$ cat src/rtl/regfile_operand_reader.sv
// Read-side sequencer for the thread-banked register file: fetches rs1 then rs2
// over the single registered read port, applies x0 and same-edge write bypass.
module regfile_operand_reader #(
    parameter int DATA_W = 64,
    parameter int ADDR_W = 6,
    parameter int TID_W  = 1,
    parameter int TAG_W  = 4
) (
    input  logic              clk,
    input  logic              rst,
    input  logic              req_valid,
    output logic              req_ready,
    input  logic [TID_W-1:0]  req_tid,
    input  logic [4:0]        req_rs1,
    input  logic [4:0]        req_rs2,
    input  logic [TAG_W-1:0]  req_tag,
    output logic [ADDR_W-1:0] rf_addrb,
    input  logic [DATA_W-1:0] rf_doutb,
    input  logic              wb_we,
    input  logic [ADDR_W-1:0] wb_addr,
    input  logic [DATA_W-1:0] wb_data,
    output logic              rsp_valid,
    input  logic              rsp_ready,
    output logic [DATA_W-1:0] rsp_rs1_data,
    output logic [DATA_W-1:0] rsp_rs2_data,
    output logic [TAG_W-1:0]  rsp_tag
);

    localparam logic [1:0] S_IDLE = 2'd0;
    localparam logic [1:0] S_RD1  = 2'd1;
    localparam logic [1:0] S_RD2  = 2'd2;
    localparam logic [1:0] S_RESP = 2'd3;

    logic [1:0]        state_q, state_d;
    logic [TID_W-1:0]  tid_q, tid_d;
    logic [4:0]        rs1_q, rs1_d;
    logic [4:0]        rs2_q, rs2_d;
    logic [TAG_W-1:0]  tag_q, tag_d;
    logic              byp_q, byp_d;
    logic [DATA_W-1:0] byp_data_q, byp_data_d;
    logic [DATA_W-1:0] op1_q, op1_d;
    logic              rsp_valid_q, rsp_valid_d;
    logic [DATA_W-1:0] rsp_rs1_q, rsp_rs1_d;
    logic [DATA_W-1:0] rsp_rs2_q, rsp_rs2_d;
    logic [TAG_W-1:0]  rsp_tag_q, rsp_tag_d;

    always_comb begin
        state_d     = state_q;
        tid_d       = tid_q;
        rs1_d       = rs1_q;
        rs2_d       = rs2_q;
        tag_d       = tag_q;
        byp_d       = byp_q;
        byp_data_d  = byp_data_q;
        op1_d       = op1_q;
        rsp_valid_d = rsp_valid_q;
        rsp_rs1_d   = rsp_rs1_q;
        rsp_rs2_d   = rsp_rs2_q;
        rsp_tag_d   = rsp_tag_q;

        req_ready = (state_q == S_IDLE) && !rst;
        if ((state_q == S_RD1) || (state_q == S_RD2)) begin
            rf_addrb = {tid_q, rs2_q};
        end else begin
            rf_addrb = {req_tid, req_rs1};
        end

        case (state_q)
            S_IDLE: begin
                if (req_valid) begin
                    tid_d      = req_tid;
                    rs1_d      = req_rs1;
                    rs2_d      = req_rs2;
                    tag_d      = req_tag;
                    byp_d      = wb_we && (wb_addr == {req_tid, req_rs1});
                    byp_data_d = wb_data;
                    state_d    = S_RD1;
                end
            end
            S_RD1: begin
                // The bypass flag/data pair is reused: rs1's snapshot is consumed here,
                // then overwritten with the rs2 snoop taken at this same edge.
                if (rs1_q == 5'd0) begin
                    op1_d = '0;
                end else if (byp_q) begin
                    op1_d = byp_data_q;
                end else begin
                    op1_d = rf_doutb;
                end
                byp_d      = wb_we && (wb_addr == {tid_q, rs2_q});
                byp_data_d = wb_data;
                state_d    = S_RD2;
            end
            S_RD2: begin
                if (rs2_q == 5'd0) begin
                    rsp_rs2_d = '0;
                end else if (byp_q) begin
                    rsp_rs2_d = byp_data_q;
                end else begin
                    rsp_rs2_d = rf_doutb;
                end
                rsp_rs1_d   = op1_q;
                rsp_tag_d   = tag_q;
                rsp_valid_d = 1'b1;
                state_d     = S_RESP;
            end
            default: begin
                if (rsp_ready) begin
                    rsp_valid_d = 1'b0;
                    state_d     = S_IDLE;
                end
            end
        endcase
    end

    always_ff @(posedge clk) begin
        if (rst) begin
            state_q     <= S_IDLE;
            tid_q       <= '0;
            rs1_q       <= '0;
            rs2_q       <= '0;
            tag_q       <= '0;
            byp_q       <= 1'b0;
            byp_data_q  <= '0;
            op1_q       <= '0;
            rsp_valid_q <= 1'b0;
            rsp_rs1_q   <= '0;
            rsp_rs2_q   <= '0;
            rsp_tag_q   <= '0;
        end else begin
            state_q     <= state_d;
            tid_q       <= tid_d;
            rs1_q       <= rs1_d;
            rs2_q       <= rs2_d;
            tag_q       <= tag_d;
            byp_q       <= byp_d;
            byp_data_q  <= byp_data_d;
            op1_q       <= op1_d;
            rsp_valid_q <= rsp_valid_d;
            rsp_rs1_q   <= rsp_rs1_d;
            rsp_rs2_q   <= rsp_rs2_d;
            rsp_tag_q   <= rsp_tag_d;
        end
    end

    assign rsp_valid    = rsp_valid_q;
    assign rsp_rs1_data = rsp_rs1_q;
    assign rsp_rs2_data = rsp_rs2_q;
    assign rsp_tag      = rsp_tag_q;

endmodule

$ cat config.mk
export PLATFORM = sky130hd
export DESIGN_NAME = regfile_operand_reader
export DESIGN_NICKNAME = d
export VERILOG_FILES = /design/src/rtl/regfile_operand_reader.sv
export SDC_FILE = /design/constraint.sdc
export NUM_CORES = 1
export LEC_CHECK = 0
export CAP_MARGIN = 15
export CORE_ASPECT_RATIO = 0.8
export CORE_MARGIN = 5
export CORE_UTILIZATION = 30
export DETAILED_ROUTE_END_ITERATION = 10
export GPL_TIMING_DRIVEN = 1
export PLACE_DENSITY_LB_ADDON = 0.3
export SLEW_MARGIN = 10
export SYNTH_ARGS = -nofsm -noshare
export SYNTH_HDL_FRONTEND = slang
export SYNTH_SLANG_ARGS = --single-unit
$ cat constraint.sdc
create_clock -name clk -period 4.6 [get_ports clk]
set_input_delay 0.46 -clock clk [delete_from_list [all_inputs] [get_ports clk]]
set_output_delay 0.46 -clock clk [all_outputs]
set_load 0.1 [all_outputs]
==> impl_metrics.py <==
metrics = {
    "logic_synthesis": {
        "synth_area_leader_cell": "dfxtp_1",
        "synth_top_family_by_area": "simple AND/OR/NAND/NOR gates",
        "muxShareOfSynthArea_pct": 14.1,
        "synth_xor_area_share_pct": 0.473,
        "synthCells": 1245,
        "yosys_warnings": 0,
        "synth_compound_area_share_pct": 10.0,
        "synth.area.top_cells": "dfxtp_1, a21oi_1, nor2b_1, mux2_2, nor2_1",
        "synth.cell_area_um2": 11100,
        "yosys.cell_types.count": 27,
        "syn_nets": 1404,
        "synth_top_area_share_pct": 50.3,
        "ys_seq_area_share_pct": 50.3,
        "synthSimpleGateAreaFrac_pct": 20.0,
        "syn_avg_cell_area_um2": 8.92,
        "ys_ff_latch": 279,
        "synthAdderAreaFrac_pct": 0.563,
    },
    "layout": {
        "drive_above_1_share_pct": 10.1,
        "stdcell_count": 2001,
        "mostFrequentLayoutCells": "clkdlybuf4s50_1, dfxtp_1, nor2_1, a21oi_1, nand2_1",
        "finish.utilization_pct": 41.6,
        "final_common_cell": "clkdlybuf4s50_1",
        "final_nets": 1647,
        "design_area_um2": 15300,
        "area_growth_pct": 37.9,
    },
    "worst_setup_path": {
        "path_cells": "inv_1 -> ha_1 -> mux2_2 -> clkdlybuf4s50_1",
        "crit_family": "buffers and inverters",
        "critical-path-max-stage-delay_ns": 1.12,
        "crit_path_start_kind": "flop",
        "cp.required_ns": 4.14,
        "endpoint_kind": "output pin",
        "criticalPathCategory": "flop to output pin",
        "cp_slowest_cell": "clkdlybuf4s50_1",
        "cp_max_fo": 8,
        "crit_arrival_ns": 2.98,
        "crit_buf_inv": 2,
    },
    "timing": {
        "fmax_mhz": 291,
        "fin_ws_ns": 1.16,
        "rsz0062_at_grt": "no",
        "worst_clock_skew_ns": 0.0313,
        "min_period_ns": 3.44,
        "hold_slack_ns": 0.356,
        "tightest_slew_ns": 1.13,
        "min_period_over_period_pct": 74.8,
        "finalMaxSlewViolations": 0,
        "finalSetupViolations": 0,
        "maxSlewHeadroom_pct": 24.6,
        "fin_tns_setup_ns": 0,
        "report.final.hold_viol_count": 0,
    },
    "worst_hold_path": {
        "hold_path.class": "primary input to flop",
    },
    "floorplan": {
        "die_h_um": 182,
        "num_io_pins": 294,
        "die_area_um2": 41000,
        "coreArea_um2": 36800,
        "die_x_um": 225,
        "placementRows": 63,
        "initial_core_util_pct": 30.2,
    },
    "global_routing": {
        "antenna_found_initial": 2,
        "grt_pass1_vias": 9399,
        "grt_max_degree": 110,
        "grt_use_total_pct": 16.1,
        "grt_pass1_wl_um": 53400,
        "grt_overflow": 0,
    },
    "clock_network": {
        "clockBufferDepth": 3,
        "postCtsSetupRepairBufs": 0,
        "clk_latency_ns": 0.58,
        "numCtsBuffers": 31,
        "cts_tree": "yes",
        "cts_root_buf": "clkbuf_16",
        "path_clk_slew_ns": 0.06,
        "htreeDepth": 1,
        "hold_buffers": 0,
        "cts_sinks": 279,
        "cts_resized": 0,
    },
    "route": {
        "ant_nets": 0,
        "drc": 0,
        "first_pass_iters": 4,
        "via_count": 9158,
        "post_drt_wl_per_cell_um": 17.4,
        "via_per_inst": 4.58,
        "first_iter_violations": 528,
        "routed_wl_um": 34800,
    },
    "place": {
        "place_area_um2": 14300,
        "port_buffers": 293,
        "placed_cells": 1942,
        "hpwlAfterDp_um": 21600,
        "gp_congestion": 0.819,
        "dp_slack_ns": 1.74,
    },
    "pwr": {
        "p_per_area_nw_per_um2": 546,
        "p_sw_share_pct": 38.8,
        "peakVddDrop_uv": 406,
        "p_seq_share_pct": 35.3,
        "p_int_mw": 5.12,
        "clkPwrFrac_pct": 29.9,
        "leakage_nw": 5.70,
        "power.switching_mw": 3.25,
        "p_comb_share_pct": 34.8,
        "finalPower_mw": 8.37,
    },
    "job": {
        "max_cap_violations": 0,
    },
    "run_status": {
        "status": "finished, final reports clean",
    },
}
==> power by group through the flow <==
stage          Clock, mW  Combinational (mW)  Sequential (mW)
2_1_floorplan          0                1.63             3.52
3_3_place_gp           0                2.91             2.99
3_5_place_dp           0                2.95             3.00
4_1_cts             2.59                2.96             2.95
5_1_grt             2.69                3.14             3.00
6_report            2.50                2.91             2.95
==> synth_stat cells <==
cell type,instances
clkbuf_1,55
o21a_1,2
xor2_1,3
a21oi_2,11
buf_4,1
a21oi_1,197
buf_1,1
or4_1,3
a22oi_1,1
nand2_1,160
inv_1,3
buf_2,22
nor2b_1,128
and2_1,1
buf_8,6
clkbuf_2,1
buf_6,7
mux2_2,71
xnor2_1,3
o21ai_0,1
dfxtp_1,279
nor2_1,204
o21ai_1,1
ha_1,5
nand3_1,1
mux2i_1,76
nand3b_1,2
==> registers in the layout, summed over array words and instances (netlist names) <==
name and cells:
rs2_q 5, op1_q 64, rsp_rs1_data 64, byp_q 1, rsp_tag 4, state_q 2, rsp_valid 1, byp_data_q 64
rsp_rs2_data 64, tag_q 4, tid_q 1, rs1_q 5
==> cell families (layout without fill, tap and decap cells) <==
group                      after synthesis  after routing
xor gates and xnor gates                 6              6
DFF                                    279            279
muxes                                  147            147
and+or+nand+nor                        499            499
adders and majority gates                5              5
AOI/OAI and AO/OA                      213            213
other                                    0              2
buffers and inverters                   96            363
==> metal layers <==
metal	global-route usage, %	wire, µm	share of wire [%]	vias to the layer above
met4	3.29	614	1.8	0
met5	0	0	0	-
met2	26.3	15900	46	224
met1	21.1	15800	45	4319
li1	-	-	-	4569
met3	5.05	2550	7.3	46
==> cell type report <==
class,instances,area (µm²)
Timing Repair Buffer,303,3010
Clock buffer,41,883
Inverter,3,11.3
Clock inverter,16,156
Fill cell,3681,21500
Multi-Input combinational cell,870,5050
Tap cell,487,609
Sequential cell,279,5590
Antenna cell,2,5.00
==> worst paths after layout <==
| kind | from | endpoint | slack (ns) | cells past startpoint |
|---|---|---|---|---|
| hold / removal | rst | rsp_tag[1]$_SDFFE_PP0P_ | 0.36 | 2 |
| hold reg to reg | byp_data_q[15]$_SDFFE_PP0P_ | byp_data_q[15]$_SDFFE_PP0P_ | 0.45 | 2 |
| setup reg to reg | state_q[0]$_SDFFE_PP0P_ | byp_data_q[16]$_SDFFE_PP0P_ | 1.98 | 7 |
| setup / recovery | state_q[0]$_SDFFE_PP0P_ | rf_addrb[4] | 1.16 | 4 |
(Power assumes the default switching activity.)
